--- config.mk ---
export PLATFORM = sky130hd
export DESIGN_NAME = uart_word_receiver
export DESIGN_NICKNAME = d
export VERILOG_FILES = /design/src/rtl/uart_pkg.sv /design/src/rtl/uart_rx_sync.sv /design/src/rtl/uart_word_receiver.sv
export SDC_FILE = /design/constraint.sdc
export NUM_CORES = 1
export LEC_CHECK = 0
export ABC_CLOCK_PERIOD_IN_PS = 4300
export BUFFER_PORTS_ARGS = -buffer_cell sky130_fd_sc_hd__buf_2
export CAP_MARGIN = 40
export CORE_MARGIN = 1.5
export CORE_UTILIZATION = 23
export CTS_CLUSTER_SIZE = 14
export DETAILED_ROUTE_END_ITERATION = 7
export PLACE_DENSITY_LB_ADDON = 0.08
export SYNTH_ARGS = -nofsm -noshare
export SYNTH_HDL_FRONTEND = slang
export SYNTH_SLANG_ARGS = --single-unit
--- constraint.sdc ---
create_clock -name clk -period 4.3 [get_ports clk]
set_clock_uncertainty 0.2 [all_clocks]
set_input_delay 0.43 -clock clk [delete_from_list [all_inputs] [get_ports clk]]
set_output_delay 0.43 -clock clk [all_outputs]
set_load 0.01 [all_outputs]
--- src/rtl/uart_pkg.sv ---
// Shared definitions for the UART word receiver (and its paired transmitter):
// receiver state encoding, default frame geometry and the parity rule.
package uart_pkg;

  typedef enum logic [2:0] {
    IDLE   = 3'd0,
    START  = 3'd1,
    DATA   = 3'd2,
    PARITY = 3'd3,
    STOP   = 3'd4
  } rx_state_t;

  localparam int DEFAULT_BITS_PER_WORD = 32;
  localparam int DEFAULT_CLOCK_DIVIDER = 16;

  // Parity bit for a word whose XOR-reduction is xor_all.
  // parity_type=1 -> odd-count-of-ones rule (^data), 0 -> its inverse (~^data).
  function automatic logic parity_bit(input logic xor_all, input logic parity_type);
    return parity_type ? xor_all : ~xor_all;
  endfunction

endpackage

--- src/rtl/uart_rx_sync.sv ---
// Two-flop synchronizer for the asynchronous serial line.
// RESET_VALUE sets what both flops hold during reset (idle-high line -> 1).
module uart_rx_sync #(
  parameter logic RESET_VALUE = 1'b1
) (
  input  logic clk,
  input  logic rst,
  input  logic d,
  output logic q
);

  logic meta_reg;

  // Two-stage capture of the asynchronous input.
  always_ff @(posedge clk) begin
    if (rst) begin
      meta_reg <= RESET_VALUE;
      q        <= RESET_VALUE;
    end else begin
      meta_reg <= d;
      q        <= meta_reg;
    end
  end

endmodule

--- src/rtl/uart_word_receiver.sv ---
// UART word receiver: start(0), BITS_PER_WORD data bits LSB first, parity, stop(1).
// Each bit lasts CLOCK_DIVIDER clocks and is sampled at its midpoint.
// Optional build macro UART_RX_MAJORITY_VOTE_EN: each bit becomes the 2-of-3 majority
// of the synchronized line around the midpoint, decided one cycle later.
module uart_word_receiver
  import uart_pkg::*;
#(
  parameter int BITS_PER_WORD = DEFAULT_BITS_PER_WORD,
  parameter int CLOCK_DIVIDER = DEFAULT_CLOCK_DIVIDER
) (
  input  logic                     clk,
  input  logic                     rst,
  input  logic                     rx,
  input  logic                     parity_type,
  output logic [BITS_PER_WORD-1:0] data,
  output logic                     valid,
  output logic                     parity_err,
  output logic                     frame_err,
  output logic                     busy
);

  localparam int SP    = CLOCK_DIVIDER / 2;
  localparam int CNT_W = $clog2(CLOCK_DIVIDER);
  localparam int POS_W = (BITS_PER_WORD > 1) ? $clog2(BITS_PER_WORD) : 1;
`ifdef UART_RX_MAJORITY_VOTE_EN
  localparam int DECIDE = SP + 1;
`else
  localparam int DECIDE = SP;
`endif

  localparam logic [CNT_W-1:0] CNT_DECIDE = CNT_W'(DECIDE);
  localparam logic [CNT_W-1:0] CNT_LAST   = CNT_W'(CLOCK_DIVIDER - 1);
  localparam logic [CNT_W-1:0] CNT_ONE    = CNT_W'(1);
  localparam logic [POS_W-1:0] POS_LAST   = POS_W'(BITS_PER_WORD - 1);
  localparam logic [POS_W-1:0] POS_ONE    = POS_W'(1);

  logic                     rx_s;
  logic                     sample_bit;
  rx_state_t                state_reg;
  rx_state_t                state_next;
  logic [CNT_W-1:0]         bit_cnt_reg;
  logic [POS_W-1:0]         bit_pos_reg;
  logic [BITS_PER_WORD-1:0] shift_reg;
  logic                     par_rx_reg;
  logic                     armed_reg;
  logic [1:0]               prime_reg;
  logic                     at_decide;
  logic                     at_end;
  logic                     start_det;
  logic                     false_start;
  logic                     frame_done;

  uart_rx_sync #(
    .RESET_VALUE(1'b1)
  ) u_sync (
    .clk(clk),
    .rst(rst),
    .d  (rx),
    .q  (rx_s)
  );

`ifdef UART_RX_MAJORITY_VOTE_EN
  // rx_s one and two cycles back; with the current rx_s they give the SP-1/SP/SP+1 samples.
  logic [1:0] hist_reg;

  // Short history of the synchronized line for the majority vote.
  always_ff @(posedge clk) begin
    if (rst) begin
      hist_reg <= 2'b11;
    end else begin
      hist_reg <= {hist_reg[0], rx_s};
    end
  end

  assign sample_bit = (hist_reg[1] & hist_reg[0]) | (hist_reg[1] & rx_s) | (hist_reg[0] & rx_s);
`else
  assign sample_bit = rx_s;
`endif

  // Next-state decode and the one-cycle event flags the datapath acts on.
  always_comb begin
    state_next  = state_reg;
    at_decide   = (bit_cnt_reg == CNT_DECIDE);
    at_end      = (bit_cnt_reg == CNT_LAST);
    start_det   = 1'b0;
    false_start = 1'b0;
    frame_done  = 1'b0;
    case (state_reg)
      IDLE: begin
        if (armed_reg && !rx_s) begin
          state_next = START;
          start_det  = 1'b1;
        end
      end
      START: begin
        if (at_decide && sample_bit) begin
          state_next  = IDLE;
          false_start = 1'b1;
        end else if (at_end) begin
          state_next = DATA;
        end
      end
      DATA: begin
        if (at_end && (bit_pos_reg == POS_LAST)) begin
          state_next = PARITY;
        end
      end
      PARITY: begin
        if (at_end) begin
          state_next = STOP;
        end
      end
      STOP: begin
        // Leave at the stop-bit decision, half a bit early, so a back-to-back
        // start bit is caught on time.
        if (at_decide) begin
          state_next = IDLE;
          frame_done = 1'b1;
        end
      end
      default: state_next = IDLE;
    endcase
  end

  // State register, bit timing, data capture and result outputs.
  always_ff @(posedge clk) begin
    if (rst) begin
      state_reg   <= IDLE;
      bit_cnt_reg <= '0;
      bit_pos_reg <= '0;
      shift_reg   <= '0;
      par_rx_reg  <= 1'b0;
      armed_reg   <= 1'b0;
      prime_reg   <= 2'b00;
      data        <= '0;
      valid       <= 1'b0;
      parity_err  <= 1'b0;
      frame_err   <= 1'b0;
      busy        <= 1'b0;
    end else begin
      state_reg <= state_next;
      valid     <= 1'b0;
      // The synchronizer shows its reset value for two cycles after reset; that is
      // not a real observation of the line, so it must not arm the receiver.
      prime_reg <= {prime_reg[0], 1'b1};

      if (state_reg == IDLE) begin
        bit_cnt_reg <= '0;
      end else if (at_end) begin
        bit_cnt_reg <= '0;
      end else begin
        bit_cnt_reg <= bit_cnt_reg + CNT_ONE;
      end

      case (state_reg)
        IDLE: begin
          if (rx_s && prime_reg[1]) begin
            armed_reg <= 1'b1;
          end
          if (start_det) begin
            busy <= 1'b1;
          end
        end
        START: begin
          if (false_start) begin
            busy <= 1'b0;
          end
          if (at_end) begin
            bit_pos_reg <= '0;
          end
        end
        DATA: begin
          if (at_decide) begin
            shift_reg[bit_pos_reg] <= sample_bit;
          end
          if (at_end && (bit_pos_reg != POS_LAST)) begin
            bit_pos_reg <= bit_pos_reg + POS_ONE;
          end
        end
        PARITY: begin
          if (at_decide) begin
            par_rx_reg <= sample_bit;
          end
        end
        STOP: begin
          if (frame_done) begin
            data       <= shift_reg;
            valid      <= 1'b1;
            parity_err <= (par_rx_reg != parity_bit(^shift_reg, parity_type));
            frame_err  <= ~sample_bit;
            busy       <= 1'b0;
            // A low stop bit may be the start of a break; wait for the line to
            // return high before accepting another start.
            if (!sample_bit) begin
              armed_reg <= 1'b0;
            end
          end
        end
        default: ;
      endcase
    end
  end

endmodule

==> flow_summary.toml, run 1 <==
[sta]
slew_violations = 0
fmax_ghz = 0.412
fin_crit_sh_pct = 56.5
period_needed_ns = 2.43
tightestPinTransition_ns = 0.870
relSlewSlack_pct = 41.9
setup_tns_ns = 0
final_hold_viol_count = 0
setup_viol = 0
rsz0062_at_grt = "false"

[route]
routed_wl_mm = 9.39
drc = 0
num_vias = 2953
routedWlPerCell_um = 13.3
first_pass_iters = 4
via_per_inst = 4.19
ant_nets = 0
first_iter_violations = 209

[floorplanning]
ios = 40
die_w_um = 131
start_util_pct = 23.6
die_h_um = 131
rows = 46
core_area_mm2 = 0.0159
die-area_mm2 = 0.0171

[finish]
area_delta_synth_final_pct = 18.6
stdcell_area_mm2 = 0.00446
layout-drive-gt1-share_pct = 12.3
nFillCells = 1739
finalNetCount = 495
ff_latch_area_mm2 = 0.00172
multi_input_area_mm2 = 0.00187
num_antenna_cells = 0

[global_route]
grt_pass1_vias = 2863
grt_pass1_wl_mm = 15.3
grt_usage_pct = 11.9
grt_overflow_total = 0
grt_max_degree = 41
grt_antenna_before_repair = 0

[worst_setup_path]
reg2regPathDepth = 6
cp-end-kind = "flip-flop"
worstPathMaxFanout = 11
worstPathRequired_ns = 4.32
start_kind = "flip-flop"
worstPathArrival_ns = 2.45
crit_type = "flip-flop to flip-flop"

[clocking]
cts.clk_slew.worst_paths_ns = 0.06
clock_latency_ns = 0.34
cts_hold_buf = 0
cts_buffer_depth = 2
cts.sinks = 86
cts_root_buffer = "clkbuf_16"
cts_tree = "yes"
cts_made_buffers = 9
cts_max_level = 3
ctsResizeCount = 0
cts_setup_buffers = 0

[logic_synthesis]
synthMuxAreaShare_pct = 6.13
synth-compound-area-share_pct = 8.66
postSynthAreaPerCell_um2 = 8.15
synth_top_family_by_area = "simple AND/OR/NAND/NOR gates"
netlist_area_mm2 = 0.00376
synth-simple-area-share_pct = 24.0
syn_nets = 472
synth-seq-area-share_pct = 45.8
synth-seq-cells = 86
synth_xor_area_share_pct = 8.62
ys_warn_count = 0
synthAdderAreaFrac_pct = 2.33
synth_cell_types = 34
syn_inst = 461

[outcome]
status = "completed"

[power]
power_leakage_uw = 0.00179
p_per_area_mw_per_mm2 = 376
peakVddDrop_mv = 0.162

[worst_hold_path]
hold_class = "primary input to flip-flop"
min_path_cells = 2

[job]
maxCapViolations = 0

[place]
hpwl_mm = 6.20
gp_congestion = 0.724
place_area_mm2 = 0.00414
port_buffers = 39
==> cell usage after synthesis <==
| library cell | instances | area share (%) |
|---|---|---|
| buf_2 | 4 | 0.53 |
| nand2_1 | 113 | 11 |
| buf_4 | 2 | 0.40 |
| o21ai_0 | 4 | 0.53 |
| nor3_1 | 7 | 0.93 |
| nor3b_1 | 4 | 0.80 |
| xnor2_1 | 24 | 5.6 |
| dfxtp_1 | 86 | 46 |
| and2_1 | 4 | 0.67 |
| or2_2 | 2 | 0.33 |
| a31o_1 | 1 | 0.23 |
| xor2_1 | 6 | 1.4 |
| nand3b_1 | 3 | 0.60 |
| nand3_1 | 19 | 2.5 |
| a31oi_1 | 2 | 0.33 |
| clkbuf_1 | 25 | 2.5 |
| xnor2_2 | 1 | 0.43 |
| a21oi_1 | 51 | 6.8 |
| buf_1 | 1 | 0.10 |
| mux2i_1 | 23 | 6.1 |
| nor2b_1 | 3 | 0.50 |
| nor2_1 | 43 | 4.3 |
| o21ai_1 | 1 | 0.13 |
| ha_1 | 7 | 2.3 |
| and3_1 | 4 | 0.67 |
| a21o_1 | 1 | 0.20 |
| a311oi_1 | 1 | 0.23 |
| a22oi_1 | 1 | 0.20 |
| inv_1 | 9 | 0.90 |
| xnor3_1 | 2 | 1.2 |
| or3_1 | 2 | 0.33 |
| and3b_1 | 3 | 0.70 |
| or3b_1 | 1 | 0.23 |
| nand2b_1 | 1 | 0.17 |
==> stage by stage <==
| stage | instances | power (uW) | worst slack, ns | hold slack [ns] | utilization (%) |
|---|---|---|---|---|---|
| after floorplan | 461 | 843 | 2.41 | 0.189 | - |
| after global placement | 688 | 853 | 1.85 | 0.199 | 25.9 |
| after detailed placement | 689 | 855 | 1.86 | 0.205 | 26.0 |
| after CTS | 705 | 1710 | 1.83 | 0.0605 | 28.0 |
| after global routing | 705 | 1750 | 1.68 | 0.0742 | 28.0 |
| final | 705 | 1680 | 1.87 | 0.0752 | 28.0 |
==> path summary, 6_finish.rpt <==
check / slack (ns) / endpoint / startpoint
worst min register to register: 0.21 / u_sync.q$_SDFF_PP1_ / u_sync.meta_reg$_SDFF_PP1_
worst max-delay path: 1.87 / shift_reg[14]$_SDFFE_PP0P_ / state_reg[1]$_SDFFE_PP0P_
worst max register to register: 1.87 / shift_reg[14]$_SDFFE_PP0P_ / state_reg[1]$_SDFFE_PP0P_
worst min-delay path: 0.08 / u_sync.meta_reg$_SDFF_PP1_ / rx
==> critical path, cell delays in order, from the launching register on <==
cell     delay [ns]
dfxtp_1        0.52
or3b_1         0.50
nor2_1         0.20
and2_1         0.50
nand2_1        0.16
mux2i_1        0.18
nor2_1         0.05
==> cells in the final DEF, fill, tap and decap left out, drive strengths merged, types with 9 or more instances in the layout <==
master  synthesis  final
mux2i          23     23
inv             9      9
nand3          19     19
buf             7     44
clkbuf         25     13
xnor2          25     25
a21oi          51     51
dfxtp          86     86
nand2         113    113
nor2           43     43
==> layer usage <==
layer	global-route usage [%]	up-vias	wire length [um]
li1	-	1555	-
met2	18.6	27	4330
met4	5.62	0	182
met5	0	-	0
met1	15.6	1360	4680
met3	2.44	11	197
==> power by group <==
part,internal [uW],total [uW],switching (uW)
Clock,526,842,316
Combinational,10.4,33.5,23.1
Sequential,800,802,2.38
Total,1340,1680,342
==> kinds of logic after synthesis <==
kind of cell | count (synthesis)
AND/OR/NAND/NOR | 209
flip-flops | 86
AO/OA/AOI/OAI | 62
buffers and inverters | 41
XOR/XNOR | 33
multiplexers | 23
adder cells (fa/ha/maj) | 7
==> layout make-up <==
type / instances / share of cell area [%]
multi-input combinational: 334 / 41.9
sequential: 86 / 38.6
tap: 216 / 6.06
clock buffer: 13 / 5.61
timing repair buffer: 44 / 5.50
clock inverter: 3 / 1.52
inverter: 9 / 0.758
No activity file was read; power rests on OpenSTA's default activity.
==> run 2: changes to the inputs <==
Settings changed: ABC_CLOCK_PERIOD_IN_PS 4300 to 2460.
Clock period 4.3 ns to 2.46 ns, I/O delays scaled along.
==> flow_summary.toml, run 2 (synthesis gave the netlist of run 1 again) <==
[floorplanning]
rows = 46
start_util_pct = 23.6
core_area_mm2 = 0.0159
die_w_um = 131
die-area_mm2 = 0.0171
ios = 40
die_h_um = 131

[place]
gp_congestion = 0.806
port_buffers = 39
pre_cts_slack_ns = 0.199
hpwl_mm = 6.31

[outcome]
status = "completed"

[sta]
relSlewSlack_pct = 68.8
rsz0062_at_grt = "false"
slew_violations = 0
fmax_ghz = 0.459
finalHoldWorstSlack_ns = 0.0909
final_hold_viol_count = 0
setup_tns_ns = 0
setup_viol = 0
fin_crit_sh_pct = 88.6
period_needed_ns = 2.18
tightestPinTransition_ns = 0.464
setup_ws_ns = 0.280

[clocking]
cts_made_buffers = 9
clock_latency_ns = 0.34
cts_root_buffer = "clkbuf_16"
cts_tree = "yes"
cts_setup_buffers = 0
cts_buffer_depth = 2
cts.sinks = 86
cts_max_level = 3
cts.clk_slew.worst_paths_ns = 0.06

[route]
drc = 0
ant_nets = 0
via_per_inst = 4.17
routedWlPerCell_um = 13.0
routed_wl_mm = 9.37
num_vias = 2996
first_iter_violations = 164
first_pass_iters = 4

[job]
maxCapViolations = 0

[global_route]
grt_pass1_wl_mm = 15.4
grt_pass1_vias = 2941
grt_max_degree = 68
grt_antenna_before_repair = 0
grt_usage_pct = 12.0
grt_overflow_total = 0

[worst_setup_path]
cp-end-kind = "flip-flop"
rr_startpoint = "state_reg[1]$_SDFFE_PP0P_"
crit_start = "state_reg[1]$_SDFFE_PP0P_"
r2r-end = "shift_reg[30]$_SDFFE_PP0P_"
worstPathRequired_ns = 2.48
worstPathMaxFanout = 11
reg2regPathDepth = 7
worstPathArrival_ns = 2.20
regToRegSetupSlack_ns = 0.28
crit_type = "flip-flop to flip-flop"
crit_end = "shift_reg[30]$_SDFFE_PP0P_"
start_kind = "flip-flop"

[finish]
area_delta_synth_final_pct = 22.0
finalNetCount = 509
final_cell_mix = "nand2_1 (113), dfxtp_1 (86), a21oi_1 (51)"
layout-drive-gt1-share_pct = 15.3
num_antenna_cells = 0
nFillCells = 1717
layout_commonest_cell = "nand2_1"

[worst_hold_path]
hold_class = "primary input to flip-flop"

[power]
p_per_area_mw_per_mm2 = 650
peakVddDrop_mv = 0.308
power_leakage_uw = 0.00187
==> run 2: changes by cell type in the layout (fill, tap and decap cells not counted), sizes merged <==
cell         change
clkinv           +2
dlygate4sd3      +1
clkbuf           -2
buf             +13
==> run 2: worst min-delay path by stage <==
stage / start / endpoint / cells after the start
after CTS: rst / frame_err$_SDFFE_PP0P_ / 2
after floorplan: rst / valid$_SDFF_PP0_ / 1
after detailed placement: u_sync.meta_reg$_SDFF_PP1_ / u_sync.q$_SDFF_PP1_ / 1
after global routing: rst / frame_err$_SDFFE_PP0P_ / 2
final: rst / frame_err$_SDFFE_PP0P_ / 2
after global placement: u_sync.meta_reg$_SDFF_PP1_ / u_sync.q$_SDFF_PP1_ / 1
==> run 2: layout make-up <==
class,instances,area [um2],share of cell area (%)
Clock buffer,11,253,5.51
Sequential cell,86,1720,37.6
Tap cell,216,270,5.90
Multi-Input combinational cell,334,1870,40.8
Inverter,9,33.8,0.737
Timing Repair Buffer,58,353,7.70
Clock inverter,5,81.3,1.77
==> run 2: power by group <==
| part | switching [uW] | leakage [uW] | internal (uW) |
|---|---|---|---|
| logic | 41.8 | 0.00102 | 18.8 |
| registers | 3.43 | 0.000694 | 1400 |
| clock network | 571 | 0.000162 | 945 |
==> run 2: per-layer routing <==
| metal | track usage (%) | part of all wire (%) | vias to the layer above |
|---|---|---|---|
| met5 | 0 | 0 | - |
| met4 | 6.01 | 2.0 | 0 |
| met3 | 2.08 | 2.3 | 11 |
| met2 | 19.0 | 45 | 35 |
| met1 | 15.8 | 51 | 1370 |
| li1 | - | - | 1580 |
==> run 2: critical path, cell delays in order, from the launching register on <==
cell	delay, ns
dfxtp_1	0.51
or3b_1	0.48
nor2_1	0.20
and2_1	0.22
buf_4	0.18
nand2_1	0.07
mux2i_1	0.15
nor2_1	0.05
==> run 2: metrics by stage <==
step	utilization, %	instance area (um2)	cells	total power [uW]
finish	28.8	4580	719	2980
detailed placement	26.6	4240	702	1500
global route	28.8	4580	719	3100
global placement	26.6	4240	702	1490
CTS	28.7	4580	719	3050
floorplan	-	3760	461	1470
==> run 2: timing repair <==
| action | CTS | global route |
|---|---|---|
| endpoints found under the hold margin | 1 | 0 |
| gates resized for setup | 0 | 1 |
| hold buffers | 1 | 0 |
| endpoints found under the setup margin | 0 | 1 |
